$ cat src/rtl/xram_arbiter_pkg.sv
// Shared encodings and helpers for the two-master XRAM arbiter.
package xram_arbiter_pkg;

    localparam int ADDR_W = 16;
    localparam int DATA_W = 8;

    typedef enum logic [1:0] {
        ARB_IDLE = 2'b00,
        ARB_BUSY = 2'b01,
        ARB_GAP  = 2'b10
    } arb_state_e;

    localparam logic OWNER_PROC  = 1'b0;
    localparam logic OWNER_ACCEL = 1'b1;

    localparam logic [DATA_W-1:0] ARB_ERR_DATA = 8'hFF;

    // Winner when both masters request in the same IDLE cycle.
    function automatic logic tie_winner(input logic rr_en, input logic last_owner);
        return rr_en ? ~last_owner : OWNER_PROC;
    endfunction

endpackage

$ cat src/rtl/xram_arbiter_wdog.sv
// Stall watchdog: counts BUSY cycles without completion and flags expiry.
module xram_arbiter_wdog #(
    parameter int unsigned TIMEOUT = 255
) (
    input  logic clk,
    input  logic rst,
    input  logic clr,
    input  logic run,
    output logic expire
);

    localparam logic [15:0] LIMIT = 16'(TIMEOUT - 1);

    logic [15:0] cnt;

    always_ff @(posedge clk) begin
        if (rst || clr) begin
            cnt <= '0;
        end else if (run) begin
            cnt <= cnt + 16'd1;
        end
    end

    assign expire = run && (cnt == LIMIT);

endmodule

$ cat src/rtl/xram_arbiter.sv
// Arbitrates the oc8051 core and the memwr copy engine onto the single XRAM port.
module xram_arbiter
    import xram_arbiter_pkg::*;
#(
    parameter bit          RR_EN   = 1'b1,
    parameter int unsigned TIMEOUT = 255
) (
    input  logic              clk,
    input  logic              rst,
    input  logic              proc_stb,
    input  logic              proc_wr,
    input  logic [ADDR_W-1:0] proc_addr,
    input  logic [DATA_W-1:0] proc_data_out,
    output logic [DATA_W-1:0] proc_data_in,
    output logic              proc_ack,
    input  logic              accel_stb,
    input  logic              accel_wr,
    input  logic [ADDR_W-1:0] accel_addr,
    input  logic [DATA_W-1:0] accel_data_out,
    output logic [DATA_W-1:0] accel_data_in,
    output logic              accel_ack,
    output logic              xram_stb,
    output logic              xram_wr,
    output logic [ADDR_W-1:0] xram_addr,
    output logic [DATA_W-1:0] xram_data_out,
    input  logic [DATA_W-1:0] xram_data_in,
    input  logic              xram_ack,
    output logic [1:0]        arb_state,
    output logic              arb_owner,
    output logic              arb_err
);

    arb_state_e        state;
    logic              owner;
    logic              busy;
    logic              any_stb;
    logic              owner_stb;
    logic              owner_wr;
    logic [ADDR_W-1:0] owner_addr;
    logic [DATA_W-1:0] owner_wdata;
    logic              xfer_ack;
    logic              expire;
    logic              ack_any;
    logic [DATA_W-1:0] rdata;

    assign busy    = (state == ARB_BUSY);
    assign any_stb = proc_stb || accel_stb;

    always_comb begin
        owner_stb   = proc_stb;
        owner_wr    = proc_wr;
        owner_addr  = proc_addr;
        owner_wdata = proc_data_out;
        if (owner == OWNER_ACCEL) begin
            owner_stb   = accel_stb;
            owner_wr    = accel_wr;
            owner_addr  = accel_addr;
            owner_wdata = accel_data_out;
        end
    end

    xram_arbiter_wdog #(
        .TIMEOUT(TIMEOUT)
    ) u_wdog (
        .clk   (clk),
        .rst   (rst),
        .clr   ((state == ARB_IDLE) && any_stb),
        .run   (busy && owner_stb && !xram_ack),
        .expire(expire)
    );

    // A dropped owner strobe is an abort: nothing is forwarded even if the XRAM acks.
    assign xfer_ack = busy && owner_stb && xram_ack;
    assign ack_any  = xfer_ack || expire;
    assign rdata    = xfer_ack ? xram_data_in : (expire ? ARB_ERR_DATA : '0);

    assign xram_stb      = busy && owner_stb && !expire;
    assign xram_wr       = busy && owner_wr;
    assign xram_addr     = busy ? owner_addr  : '0;
    assign xram_data_out = busy ? owner_wdata : '0;

    assign proc_ack      = ack_any && (owner == OWNER_PROC);
    assign proc_data_in  = (owner == OWNER_PROC)  ? rdata : '0;
    assign accel_ack     = ack_any && (owner == OWNER_ACCEL);
    assign accel_data_in = (owner == OWNER_ACCEL) ? rdata : '0;

    assign arb_state = state;
    assign arb_owner = owner;

    always_ff @(posedge clk) begin
        if (rst) begin
            state   <= ARB_IDLE;
            owner   <= OWNER_ACCEL;
            arb_err <= 1'b0;
        end else begin
            case (state)
                ARB_IDLE: begin
                    if (any_stb) begin
                        state <= ARB_BUSY;
                        if (proc_stb && accel_stb) begin
                            owner <= tie_winner(RR_EN, owner);
                        end else begin
                            owner <= accel_stb ? OWNER_ACCEL : OWNER_PROC;
                        end
                    end
                end
                ARB_BUSY: begin
                    if (!owner_stb || xram_ack) begin
                        state <= ARB_GAP;
                    end else if (expire) begin
                        state   <= ARB_GAP;
                        arb_err <= 1'b1;
                    end
                end
                // Masters release stb only after the ack cycle, so skip one cycle before re-arbitrating.
                ARB_GAP: state <= ARB_IDLE;
                default: state <= ARB_IDLE;
            endcase
        end
    end

endmodule

$ cat config.mk
export PLATFORM = sky130hd
export DESIGN_NAME = xram_arbiter
export DESIGN_NICKNAME = d
export VERILOG_FILES = /design/src/rtl/xram_arbiter_pkg.sv /design/src/rtl/xram_arbiter_wdog.sv /design/src/rtl/xram_arbiter.sv
export SDC_FILE = /design/constraint.sdc
export NUM_CORES = 1
export LEC_CHECK = 0
export BUFFER_PORTS_ARGS = -buffer_cell sky130_fd_sc_hd__buf_2
export CORE_MARGIN = 4
export CORE_UTILIZATION = 42
export DETAILED_ROUTE_END_ITERATION = 10
export GPL_ROUTABILITY_DRIVEN = 0
export HOLD_SLACK_MARGIN = 0.12
export PLACE_DENSITY = 0.91
export SLEW_MARGIN = 0
export SYNTH_ARGS = -nofsm -noshare
export SYNTH_HDL_FRONTEND = slang
export SYNTH_SLANG_ARGS = --single-unit
$ cat constraint.sdc
create_clock -name clk -period 2.82 [get_ports clk]
set_input_delay 0.564 -clock clk [delete_from_list [all_inputs] [get_ports clk]]
set_output_delay 0.564 -clock clk [all_outputs]
set_load 0.005 [all_outputs]
# --- Word level (Yosys, flattened, before mapping) ---
# Index checks and enable logic that the tools add are counted.
word_totals:
  register_bits: 20
  in_bits: 63
  out_inout_bits: 48
  wordCells: 48
classes:
  n_addsub: 1
  n_eq_ne: 4
  muxes: 16
  bitwise_logic: 2
  n_reduce_logical: 21
ops:
  columns: ["operator", "n"]
  rows:
  - ["8-bit two-way mux", 6]
  - ["16-bit two-way mux", 2]
  - ["16-bit by 1-bit adder with 16-bit output, second input constant", 1]
  - ["16-bit by 8-bit == test with 1-bit output, second input constant", 1]
  - ["1-bit logical AND", 10]
  - ["2-bit two-way mux", 3]
  - ["1-bit logical OR", 4]
  - ["1-bit two-way mux", 4]
  - ["2-bit one-hot mux with 2 select lines", 1]
  - ["2-bit AND reduction", 2]
  - ["1-bit logical NOT", 3]
  - ["3-bit by 1-bit inequality test with 1-bit output, second input constant", 1]
  - ["3-bit AND reduction", 1]
  - ["2-bit by 1-bit == test with 1-bit output, second input constant", 1]
  - ["2-bit logical NOT", 1]
  - ["2-bit inequality test, second input constant", 1]
  - ["1-bit NOT", 2]

# --- Depth between registers and ports, before layout ---
depth:
  ltp_word: 7
  mapped_depth: 6
  ltp_nobuf: 6

# --- Cells and area by module ---
# From an unflattened synthesis, not the netlist that was laid out.
hier_totals:
  hier_cells: 209
  area_unflattened_um2: 1617.8
by_module_without_submodules:
  columns: ["module", "instances", "cells_per_inst", "area_per_inst_um2", "seq_area_each_um2"]
  rows:
  - ["xram_arbiter", 1, 123, 854.6, 80.1]
  - ["xram_arbiter_wdog", 1, 86, 763.2, 320.3]

# --- Worst setup path after synthesis ---
# Ideal clock, no wire load.
synth_timing:
  path_kind: "flip-flop to output port"
  start: "reg u_wdog.cnt[11]"
  end: "out proc_data_in[6]"
  arrival_time_ns: 1.669
  required_time_ns: 2.256
  setup_slack_ns: 0.587
  path_stages_with_launch: 5
  n_path_buf: 0
  cell_sequence: "dfxtp_1 -> or4_4 -> or3_1 -> o41a_1 -> nor3_2"
synth_via:
  elab_chain_cells: 5
synth_lines:
  columns: ["item", "line_no", "rtl"]
  rows:
  - ["start: declaration", "xram_arbiter_wdog.sv:14", "logic [15:0] cnt;"]
  - ["start signal: assignment", "xram_arbiter_wdog.sv:20", "cnt <= cnt + 16'd1;"]
  - ["16-bit by 8-bit == test with 1-bit output", "xram_arbiter_wdog.sv:24", "assign expire = run && (cnt == LIMIT);"]
  - ["1-bit logical AND", "xram_arbiter_wdog.sv:24", null]
  - ["8-bit two-way mux (2 in series)", "xram_arbiter.sv:75", "assign rdata = xfer_ack ? xram_data_in : (expire ? ARB_ERR_DATA : '0);"]
  - ["8-bit two-way mux", "xram_arbiter.sv:83", "assign proc_data_in = (owner == OWNER_PROC) ? rdata : '0;"]
  - ["end: declaration", "xram_arbiter.sv:14", "output logic [DATA_W-1:0] proc_data_in,"]
# Every way passes these cells.

# --- Final worst setup path ---
layout_timing:
  start: "reg u_wdog.cnt[10]"
  end: "out proc_data_in[6]"
# Same word-level chain as after synthesis.

==> results.sh <==
export IMPL_synth_warnings=0
export IMPL_drc=0
export IMPL_cp_slowest_cell="or4_4"
export IMPL_hold_start="arb_err$_SDFFE_PP0P_"
export IMPL_htree_levels=1
export IMPL_design_area_sq_um=2280
export IMPL_grt_overflow=0
export IMPL_yosys_area_share_simple_pct=39.3
export IMPL_synthArstFlopShare_pct=0
export IMPL_grt_pass1_vias=1875
export IMPL_drt_wl_total_um=4810
export IMPL_yosysTopAreaCellShare_pct=24.7
export IMPL_wire_per_inst_um=12.9
export IMPL_synth_edf_count=0
export IMPL_clock_latency_ns=0.26
export IMPL_ys_seq_area_share_pct=24.7
export IMPL_yosys_area_share_adder_pct=1.55
export IMPL_io_buffer_count=110
export IMPL_antenna_found_initial=0
export IMPL_rows=22
export IMPL_root_buffer="clkbuf_8"
export IMPL_drtPass1Iterations=4
export IMPL_max_stage_delay_ns=0.56
export IMPL_cp_cell_sequence="or4_4 > or3_1 > o41a_1 > nor3_2 > buf_2"
export IMPL_viasPerCell=5.27
export IMPL_drt_iter0_markers=105
export IMPL_ys_dominant_reg_cell="dfxtp_1"
export IMPL_cap_viol_max_count=0
export IMPL_crit_fanout=4
export IMPL_netlist_area_sq_um=1620
export IMPL_fp_dieW_um=70.1
export IMPL_synth_top_family_by_area="simple AND/OR/NAND/NOR gates"
export IMPL_initial_utilization_pct=43.9
export IMPL_hold_violations=0
export IMPL_die_area_sq_um=4910
export IMPL_layout_worst_path_cycle_share_pct=96.4
export IMPL_rsz0062_at_grt="no"
export IMPL_track_usage_pct=18.4
export IMPL_ctsHoldBuffers=0
export IMPL_fin_nets=391
export IMPL_critPathLaunchType="flop"
export IMPL_synth_most_common_cell="nand2_1"
export IMPL_synth_compound_area_share_pct=11.7
export IMPL_die_h_um=70.1
export IMPL_fin_skew_ns=0.00302
export IMPL_clockBufferDepth=2
export IMPL_setup_ws_ns=0.100
export IMPL_antenna_cells=0
export IMPL_mappedNetlistNets=285
export IMPL_startpoint="u_wdog.cnt[10]$_SDFFE_PP0P_"
export IMPL_drv_slew=0
export IMPL_pre_cts_slack_ns=0.379
export IMPL_critPathCaptureType="output pin"
export IMPL_outcome="completed"
export IMPL_cp_num_buf_inv=1
export IMPL_dp_hpwl_um=3830
export IMPL_synth_area_leaders="dfxtp_1 25%, mux2i_1 16%, nand2_1 10%, nor2_1 7.9%, or4_1 3.2%"
export IMPL_worstPathArrival_ns=2.16
export IMPL_coreArea_sq_um=3690
export IMPL_grt_pass1_wl_um=7710
export IMPL_peakVddDrop_mv=0.177
export IMPL_clkTransAtPathRegs_ns=0.08
export IMPL_ant_nets=0
export IMPL_syn_avg_cell_area_sq_um=7.36
export IMPL_muxShareOfSynthArea_pct=16.8
export IMPL_worstReg2RegStart="arb_state[0]$_SDFFE_PP0P_"
export IMPL_relSlewSlack_pct=38.8
export IMPL_leakage_uw=0.00130
export IMPL_p_per_area_nw_per_um2=359
export IMPL_fmax_ghz=0.368
export IMPL_place_area_sq_um=2190
export IMPL_synth_commonest_cells="43 x nand2_1, 34 x nor2_1, 26 x mux2i_1, 20 x dfxtp_1"
export IMPL_cts_inserted_buffers=3
export IMPL_setup_worst_path_class="reg2out"
export IMPL_final_min_clock_period_ns=2.72
export IMPL_yosysUniqueCellTypes=43
export IMPL_critical_path_top_delay_family="simple AND/OR/NAND/NOR gates"
export IMPL_final_setup_viol_count=0
export IMPL_fin_tns_setup_ns=0
export IMPL_whs_ns=0.477
export IMPL_hp_class="reg2reg"
export IMPL_tightestPinTransition_ns=0.918
export IMPL_ios=111
export IMPL_critPathRequiredTime_ns=2.26
export IMPL_power_total_uw=818
export IMPL_syn_to_final_growth_pct=40.8
export IMPL_synth_top_area_cell="dfxtp_1"
export IMPL_grt_max_degree=36
export IMPL_via_count=1964
export IMPL_synth_xor_xnor_area_share_pct=2.16
export IMPL_cts_sinks=20
export IMPL_synth_seq_cells=20
export IMPL_syn_inst=220
export IMPL_cts_tree="done"
export IMPL_drive_gt1_share_pct=40.3
-- tightest hold or removal path: cells and delay by family, from the launching register on --
family | cells | cell delay (ns)
DFF | 1 | 0.34
and+or+nand+nor | 1 | 0.07
AOI/OAI and AO/OA | 1 | 0.04
-- worst paths after layout --
| check | endpoint | slack [ns] | cells after the start |
|---|---|---|---|
| setup / recovery | proc_data_in[6] | 0.10 | 5 |
| hold reg to reg | arb_err$_SDFFE_PP0P_ | 0.48 | 2 |
| setup reg to reg | u_wdog.cnt[11]$_SDFFE_PP0P_ | 0.96 | 4 |
| hold / removal | arb_err$_SDFFE_PP0P_ | 0.48 | 2 |
-- flip-flops by register name (all words and copies together), names as in the netlist --
register	cells
arb_err	1
arb_owner	1
arb_state	2
u_wdog.cnt	16
-- kinds of logic after synthesis --
group | count (synthesis)
AND/OR/NAND/NOR | 123
AO/OA/AOI/OAI | 29
multiplexers | 27
flip-flops | 20
buffers and inverters | 15
XOR/XNOR | 4
adder cells (fa/ha/maj) | 2
-- metal layers --
metal	track usage, %	share of wire (%)	up-vias
li1	-	-	995
met1	21.9	42	872
met2	33.5	48	93
met3	3.31	9.3	4
met4	4.68	0.87	0
met5	0	0	-
-- final cells by class --
class | count | area, sq um
Clock buffer | 3 | 41.3
Clock inverter | 1 | 30.0
Fill cell | 331 | 1410
Inverter | 2 | 7.51
Multi-Input combinational cell | 185 | 1160
Sequential cell | 20 | 402
Tap cell | 48 | 60.1
Timing Repair Buffer | 114 | 581
-- timing repair --
item / CTS / global route
buffers inserted: 0 / 2
setup endpoints to repair: 0 / 15
resized for setup: 0 / 1
-- cells in the final DEF (no fill, tap or decap), types with 4 or more instances in the layout --
master / synthesis / final
buf_4: 1 / 4
buf_2: 2 / 110
o31ai_1: 5 / 5
mux2i_1: 26 / 26
nand2_1: 43 / 43
or4_1: 7 / 7
dfxtp_1: 20 / 19
nand3_1: 8 / 8
nor2_1: 34 / 33
a21oi_1: 10 / 10
-- through the flow --
| stage | util [%] | std cells |
|---|---|---|
| 2_1_floorplan | - | 220 |
| 3_3_place_gp | 59.4 | 367 |
| 3_5_place_dp | 59.4 | 367 |
| 4_1_cts | 61.3 | 371 |
| 5_1_grt | 61.8 | 373 |
| 6_report | 61.8 | 373 |
-- report_power, final --
| group | total [uW] | switching [uW] | internal (uW) |
|---|---|---|---|
| clock network | 287 | 97.3 | 189 |
| logic | 239 | 125 | 113 |
| registers | 293 | 4.98 | 288 |
Power figures use the tool's default switching activity.
